`src/rtl/riscv_prog_loader_pkg.sv`:
```
// riscv_loader_pkg: shared state encoding and word geometry for the program loader.
package riscv_loader_pkg;
    typedef enum logic [1:0] {IDLE, LOAD, WRITE, RELEASE} state_t;
    localparam int BYTES_PER_WORD = 4;
    localparam int LANE_W = 2;
endpackage

```
`src/rtl/riscv_prog_loader_if.sv`:
```
// riscv_prog_loader_if: host byte stream, memory write port and core control of the loader.
interface riscv_prog_loader_if #(parameter int ADDR_W = 10) ();
    logic              start;
    logic              byte_valid;
    logic [7:0]        byte_data;
    logic              byte_last;
    logic              byte_ready;
    logic              mem_we;
    logic [ADDR_W-1:0] mem_addr;
    logic [31:0]       mem_wdata;
    logic              core_rst_n;
    logic              busy;
    logic              done;
    logic [ADDR_W:0]   word_count;
    logic              err_partial;
    logic              err_overflow;

    modport master (
        output start, byte_valid, byte_data, byte_last,
        input  byte_ready, mem_we, mem_addr, mem_wdata, core_rst_n, busy, done,
               word_count, err_partial, err_overflow
    );
    modport slave (
        input  start, byte_valid, byte_data, byte_last,
        output byte_ready, mem_we, mem_addr, mem_wdata, core_rst_n, busy, done,
               word_count, err_partial, err_overflow
    );
endinterface

```
`src/rtl/riscv_prog_loader_word_pack.sv`:
```
// loader_word_pack: little-endian byte-lane assembly of one 32-bit instruction word.
module loader_word_pack
    import riscv_loader_pkg::*;
(
    input  logic        clk,
    input  logic        rst_n,
    input  logic        i_clr,
    input  logic        i_load,
    input  logic [7:0]  i_data,
    output logic        o_word_full,
    output logic [31:0] o_word
);
    logic [LANE_W-1:0] r_lane;
    logic [31:0]       r_word;

    always_ff @(posedge clk or negedge rst_n) begin
        if (!rst_n) begin
            r_lane <= '0;
            r_word <= '0;
        end else if (i_clr) begin
            r_lane <= '0;
            r_word <= '0;
        end else if (i_load) begin
            r_word[{r_lane, 3'b000} +: 8] <= i_data;
            r_lane                        <= r_lane + 1'b1;
        end
    end

    // High while the next accepted byte completes the word.
    assign o_word_full = (r_lane == LANE_W'(BYTES_PER_WORD - 1));
    assign o_word      = r_word;
endmodule

```
`src/rtl/riscv_prog_loader.sv`:
```
// riscv_prog_loader: streams a byte image into instruction memory while holding the core in reset.
module riscv_prog_loader
    import riscv_loader_pkg::*;
#(
    parameter int ADDR_W = 10
) (
    input  logic                clk,
    input  logic                rst_n,
    riscv_prog_loader_if.slave  bus
);
    localparam logic [ADDR_W:0] CAP = {1'b1, {ADDR_W{1'b0}}};

    state_t            r_state, w_next;
    logic              r_last, r_we, r_done, r_core_rst_n, r_err_partial, r_err_overflow;
    logic [ADDR_W-1:0] r_addr;
    logic [ADDR_W:0]   r_count;
    logic              w_start, w_hs, w_ovf, w_load, w_clr, w_full;
    logic [31:0]       w_word;

    assign w_start = (r_state == IDLE) & bus.start;
    assign w_hs    = (r_state == LOAD) & bus.byte_valid;
    assign w_ovf   = (r_count == CAP);
    assign w_load  = w_hs & ~w_ovf;
    assign w_clr   = w_start | (r_state == WRITE);

    loader_word_pack u_pack (
        .clk        (clk),
        .rst_n      (rst_n),
        .i_clr      (w_clr),
        .i_load     (w_load),
        .i_data     (bus.byte_data),
        .o_word_full(w_full),
        .o_word     (w_word)
    );

    always_comb begin
        w_next = r_state;
        case (r_state)
            IDLE:    w_next = bus.start ? LOAD : IDLE;
            LOAD:    if (w_hs) w_next = w_ovf ? (bus.byte_last ? RELEASE : LOAD)
                                              : ((w_full | bus.byte_last) ? WRITE : LOAD);
            WRITE:   w_next = r_last ? RELEASE : LOAD;
            default: w_next = IDLE;
        endcase
    end

    always_ff @(posedge clk or negedge rst_n) begin
        if (!rst_n) r_state <= IDLE;
        else        r_state <= w_next;
    end

    always_ff @(posedge clk or negedge rst_n) begin
        if (!rst_n) begin
            r_we           <= 1'b0;
            r_done         <= 1'b0;
            r_core_rst_n   <= 1'b0;
            r_last         <= 1'b0;
            r_addr         <= '0;
            r_count        <= '0;
            r_err_partial  <= 1'b0;
            r_err_overflow <= 1'b0;
        end else begin
            r_we         <= (w_next == WRITE);
            r_done       <= (w_next == RELEASE);
            // The core runs whenever no session is loading, including the release cycle.
            r_core_rst_n <= (w_next == IDLE) | (w_next == RELEASE);
            if (w_start) begin
                r_last         <= 1'b0;
                r_addr         <= '0;
                r_count        <= '0;
                r_err_partial  <= 1'b0;
                r_err_overflow <= 1'b0;
            end
            if (w_load & bus.byte_last) begin
                r_last <= 1'b1;
                if (!w_full) r_err_partial <= 1'b1;
            end
            if (w_hs & w_ovf) r_err_overflow <= 1'b1;
            if (r_state == WRITE) begin
                r_count <= r_count + 1'b1;
                if (r_addr != '1) r_addr <= r_addr + 1'b1;
            end
        end
    end

    assign bus.byte_ready   = (r_state == LOAD);
    assign bus.busy         = (r_state != IDLE);
    assign bus.mem_we       = r_we;
    assign bus.mem_addr     = r_addr;
    assign bus.mem_wdata    = w_word;
    assign bus.core_rst_n   = r_core_rst_n;
    assign bus.done         = r_done;
    assign bus.word_count   = r_count;
    assign bus.err_partial  = r_err_partial;
    assign bus.err_overflow = r_err_overflow;
endmodule

```
`src/flat_wrapper.sv`:
```
// flat-port wrapper written by rule: the top's interface ports become plain ports
module riscv_prog_loader_flat import riscv_loader_pkg::*;
#(
    parameter int ADDR_W = 10
)
  (clk, rst_n, bus_start, bus_byte_valid, bus_byte_data, bus_byte_last, bus_byte_ready, bus_mem_we, bus_mem_addr, bus_mem_wdata, bus_core_rst_n, bus_busy, bus_done, bus_word_count, bus_err_partial, bus_err_overflow);
  riscv_prog_loader_if #(.ADDR_W(ADDR_W)) bus_i ();
  input  logic clk;
  input  logic rst_n;
  input wire logic [$bits(bus_i.start)-1:0] bus_start;
  input wire logic [$bits(bus_i.byte_valid)-1:0] bus_byte_valid;
  input wire logic [$bits(bus_i.byte_data)-1:0] bus_byte_data;
  input wire logic [$bits(bus_i.byte_last)-1:0] bus_byte_last;
  output wire logic [$bits(bus_i.byte_ready)-1:0] bus_byte_ready;
  output wire logic [$bits(bus_i.mem_we)-1:0] bus_mem_we;
  output wire logic [$bits(bus_i.mem_addr)-1:0] bus_mem_addr;
  output wire logic [$bits(bus_i.mem_wdata)-1:0] bus_mem_wdata;
  output wire logic [$bits(bus_i.core_rst_n)-1:0] bus_core_rst_n;
  output wire logic [$bits(bus_i.busy)-1:0] bus_busy;
  output wire logic [$bits(bus_i.done)-1:0] bus_done;
  output wire logic [$bits(bus_i.word_count)-1:0] bus_word_count;
  output wire logic [$bits(bus_i.err_partial)-1:0] bus_err_partial;
  output wire logic [$bits(bus_i.err_overflow)-1:0] bus_err_overflow;
  assign bus_i.start = bus_start;
  assign bus_i.byte_valid = bus_byte_valid;
  assign bus_i.byte_data = bus_byte_data;
  assign bus_i.byte_last = bus_byte_last;
  assign bus_byte_ready = bus_i.byte_ready;
  assign bus_mem_we = bus_i.mem_we;
  assign bus_mem_addr = bus_i.mem_addr;
  assign bus_mem_wdata = bus_i.mem_wdata;
  assign bus_core_rst_n = bus_i.core_rst_n;
  assign bus_busy = bus_i.busy;
  assign bus_done = bus_i.done;
  assign bus_word_count = bus_i.word_count;
  assign bus_err_partial = bus_i.err_partial;
  assign bus_err_overflow = bus_i.err_overflow;
  riscv_prog_loader #(.ADDR_W(ADDR_W)) u_core (.clk(clk), .rst_n(rst_n), .bus(bus_i));
endmodule
```
`config.mk`:
```
export PLATFORM = sky130hd
export DESIGN_NAME = riscv_prog_loader_flat
export DESIGN_NICKNAME = d
export VERILOG_FILES = /design/src/rtl/riscv_prog_loader_pkg.sv /design/src/rtl/riscv_prog_loader_if.sv /design/src/rtl/riscv_prog_loader_word_pack.sv /design/src/rtl/riscv_prog_loader.sv /design/src/flat_wrapper.sv
export SDC_FILE = /design/constraint.sdc
export NUM_CORES = 1
export LEC_CHECK = 0
export ABC_AREA = 0
export CORE_ASPECT_RATIO = 0.5
export CORE_MARGIN = 1.5
export CORE_UTILIZATION = 55
export CTS_BUF_LIST = sky130_fd_sc_hd__clkbuf_2 sky130_fd_sc_hd__clkbuf_4 sky130_fd_sc_hd__clkbuf_8
export DETAILED_ROUTE_END_ITERATION = 16
export GPL_TIMING_DRIVEN = 1
export PLACE_DENSITY = 0.95
export SYNTH_ARGS = -nofsm -noshare
export SYNTH_HDL_FRONTEND = slang
export SYNTH_HIERARCHICAL = 1
export SYNTH_SLANG_ARGS = --single-unit
```
`constraint.sdc`:
```
create_clock -name clk -period 3.8 [get_ports clk]
set_clock_uncertainty 0.15 [all_clocks]
set_input_delay 0.76 -clock clk [delete_from_list [all_inputs] [get_ports clk]]
set_output_delay 0.76 -clock clk [all_outputs]
set_load 0.01 [all_outputs]
```
==> results.md <==
- Outcome: finished clean
- Hold-fix buffers, CTS: 0
- Fillers: 314
- Max-slew headroom: 30.0%
- Reg clk slew, reported paths: 0.07 ns
- H-tree levels: 3
- Largest net degree at the start of global routing: 49
- Layout cells sized above 1: 11.3%
- Rows: 18
- HP Start: u_core/u_pack/o_word[8]$_DFFE_PN0P_
- DIE HEIGHT: 55.2 µm
- CTS Buffer Depth: 2
- Cell area power density: 610 nW/µm²
- Via Count: 2664
- Max Slew Vio Count: 0
- Sequential cell area fraction in the yosys report: 52.6%
- Hpwl dp: 5390 µm
- Final core occ: 77.3%
- Antenna viol nets, final: 0
- CTS root buffer: clkbuf_8
- WL final: 8140 µm
- Starting density of the core: 58.9%
- # Post-CTS Setup Buffers: 0
- Cell area after synthesis: 3000 µm²
- M3 GR Usage: 9.80%
- Initial DRT Pass Iterations: 6
- Synthesis-stage register bit count: 63
- Crit. Startpoint: u_core/r_state[0]$_DFF_PN0_
- GRT met1 Usage: 36.7%
- Post-Place Cells: 399
- WS Path Type: flip-flop to flip-flop
- Power consumption: 2.40 mW
- Wire length per cell: 19.6 µm
- Num CTS Buffers: 9
- Total of warnings raised by yosys: 6
- Total GRT Usage: 29.8%
- Peak VDD IR: 0.000315 V
- Worst-Skew Late Latency: 0.34 ns
- Layout Cells excl Fill: 415
- Cell variety after synth: 46
- Gpl congestion: 0.860
- Setup total negative slack: 0 ns
- Cts repair resizes: 0
- Post-Syn Instances: 269
- Hold Crit Class: flip-flop to flip-flop
- Core ar.: 5090 µm²
- Worst-margin pin slew: 1.05 ns
- Slowest-stage cell, CP: nor3b_4
- CTS tree: built
- NumNets Final: 362
- Crit path launch type: flip-flop
- Crit path cell chain: nand2b_1 -> and2_4 -> inv_1 -> nor3b_4 -> a32o_1
- Vias per cell: 6.42
- First-pass GRT wire length: 13600 µm
- Final Cycle Share: 73.7%
- Area delta synth->final: 31.2%
- Crit end category: flip-flop
- RSZ-0062 raised after global routing: no
- CP Max Fanout: 16
- # DRC: 0
- Die ar.: 5930 µm²
- Area of the multi-input gates: 1320 µm²
- Register area: 1580 µm²
- Initial antenna violation count: 0
- Setup WS post-layout: 0.999 ns
- Vias in the first global route: 2691
- Setup WS pre-CTS: 0.871 ns
- CP arrival: 2.92 ns
- Achievable Freq: 357 MHz
- Top Family by Delay on Critical Path: simple AND/OR/NAND/NOR gates
- R2R Path Start: u_core/r_state[0]$_DFF_PN0_
- Crit path buf inv count: 1
- Inserted Diodes: 0
- Max-cap check violation count: 0
- Syn Nets: 291
- Port Buffer Count: 72
- Final Hold Viols: 0
- Grt peak-use layer: met2
- Crit-path max cell delay: 0.63 ns
- Num Clock Sinks: 63
- Final Setup Violations: 0
- Die width: 107 µm
- Total global routing overflow: 0
- Leakage: 1.74 nW
- I/O pin cnt: 73
- Syn_area_per_cell: 11.1 µm²
- Met2 Usage GRT: 49.3%
- DRT iter0 DRCs: 224
- Worst path required time: 3.92 ns
- Post-layout min period: 2.80 ns
-- cell families (layout without fill, tap and decap cells) --
| logic type | after synthesis | count (layout) | synth area share, % |
|---|---|---|---|
| DFF | 63 | 63 | 52.6 |
| buffers and inverters | 21 | 97 | 3.51 |
| muxes | 3 | 3 | 1.00 |
| adders and majority gates | 9 | 9 | 3.76 |
| and+or+nand+nor | 86 | 86 | 16.5 |
| xor gates and xnor gates | 2 | 2 | 0.584 |
| AOI/OAI and AO/OA | 85 | 85 | 22.0 |
-- worst paths after layout --
path / endpoint / slack (ns) / cells past startpoint
max: u_core/u_pack/o_word[31]$_DFFE_PN0P_ / 1.0 / 5
min: u_core/u_pack/o_word[8]$_DFFE_PN0P_ / 0.35 / 1
max reg2reg: u_core/u_pack/o_word[31]$_DFFE_PN0P_ / 1.0 / 5
min reg2reg: u_core/u_pack/o_word[8]$_DFFE_PN0P_ / 0.35 / 1
max in group asynchronous: u_core/u_pack/o_word[21]$_DFFE_PN0P_ / 2.22 / 2
min in group asynchronous: u_core/bus.word_count[10]$_DFFE_PN0P_ / 0.46 / 1
-- placed cells by master, fill, tap and decap left out, types with 2 or more instances in the layout --
cell type / instances
a21oi_1: 11
nor2_1: 6
a32o_1: 25
buf_4: 3
clkinv_2: 3
mux2i_1: 3
a31oi_1: 8
o21ai_2: 5
a32o_2: 7
nand2_1: 26
nor2b_1: 3
o21ai_1: 5
and2_1: 10
inv_1: 6
ha_1: 9
nand4_1: 4
nor3_1: 2
dfrtp_1: 63
clkdlybuf4s50_1: 71
nand3_1: 15
nor4b_2: 2
o21ai_0: 12
clkbuf_8: 9
o21a_1: 4
and3_1: 7
-- worst register-to-register path: cells and delay by family (launching register included) --
family / cells / cell delay [ns]
and+or+nand+nor: 3 / 1.57
DFF: 1 / 0.47
AOI/OAI and AO/OA: 1 / 0.31
buffers and inverters: 1 / 0.24
-- synth_stat cells, drive strengths merged --
| cell | n | area (µm²) |
|---|---|---|
| nor4b | 3 | 53.8 |
| buf | 9 | 60.1 |
| o21ai | 22 | 129 |
| nand4 | 4 | 25.0 |
| mux2i | 3 | 30.0 |
| nor3 | 2 | 10.0 |
| nand3 | 15 | 75.1 |
| xor2 | 1 | 8.76 |
| nor4 | 1 | 6.26 |
| a21oi | 12 | 63.8 |
| and4 | 1 | 8.76 |
| o22ai | 1 | 6.26 |
| clkbuf | 6 | 22.5 |
| a31oi | 8 | 50.1 |
| nand2b | 1 | 6.26 |
| inv | 6 | 22.5 |
| ha | 9 | 113 |
| a222oi | 1 | 10.0 |
| and2 | 12 | 77.6 |
| nor3b | 1 | 18.8 |
| nor2b | 3 | 18.8 |
| a41o | 1 | 10.0 |
| dfrtp | 63 | 1580 |
| nor2 | 6 | 22.5 |
| or2 | 1 | 6.26 |
| or3b | 1 | 8.76 |
| xnor2 | 1 | 8.76 |
| o31ai | 1 | 7.51 |
| o311ai | 1 | 8.76 |
| a41oi | 1 | 8.76 |
| a32o | 32 | 329 |
| and3 | 7 | 43.8 |
| and3b | 1 | 8.76 |
| o21a | 4 | 30.0 |
| nand3b | 1 | 7.51 |
| nand2 | 26 | 97.6 |
| o211ai | 1 | 7.51 |
-- power breakdown --
part,internal (mW),switching (mW),leakage (nW)
Clock,0.308,0.262,0.0994
Combinational,0.390,0.535,0.776
Sequential,0.780,0.124,0.865
Total,1.48,0.920,1.74
-- area by class of cell --
class                           instances  area share, %
Inverter                                6          0.573
Clock buffer                           10           3.34
Multi-Input combinational cell        185           33.5
Sequential cell                        63           40.1
Clock inverter                          6           1.56
Timing Repair Buffer                   75           18.8
Tap cell                               70           2.23
-- per-stage QoR --
stage / hold WS, ns / area, µm²
after CTS: 0.347 / 3930
after detailed placement: 0.334 / 3740
final: 0.345 / 3930
after floorplan: 0.312 / 3000
after global routing: 0.354 / 3930
after global placement: 0.315 / 3740
-- sequential cells by signal, indices dropped and copies added (netlist names) --
name	flops
u_core/u_pack/r_lane	2
u_core/r_state	2
u_core/r_last	1
u_core/bus.word_count	11
u_core/bus.core_rst_n	1
u_core/bus.mem_addr	10
u_core/bus.done	1
u_core/u_pack/o_word	32
u_core/bus.err_overflow	1
u_core/bus.mem_we	1
u_core/bus.err_partial	1
-- layer usage --
| layer | vias up | wire (µm) |
|---|---|---|
| met5 | - | 0 |
| met2 | 141 | 4170 |
| met1 | 1330 | 3150 |
| li1 | 1170 | - |
| met3 | 23 | 663 |
| met4 | 0 | 160 |
Power figures use the tool's default switching activity.
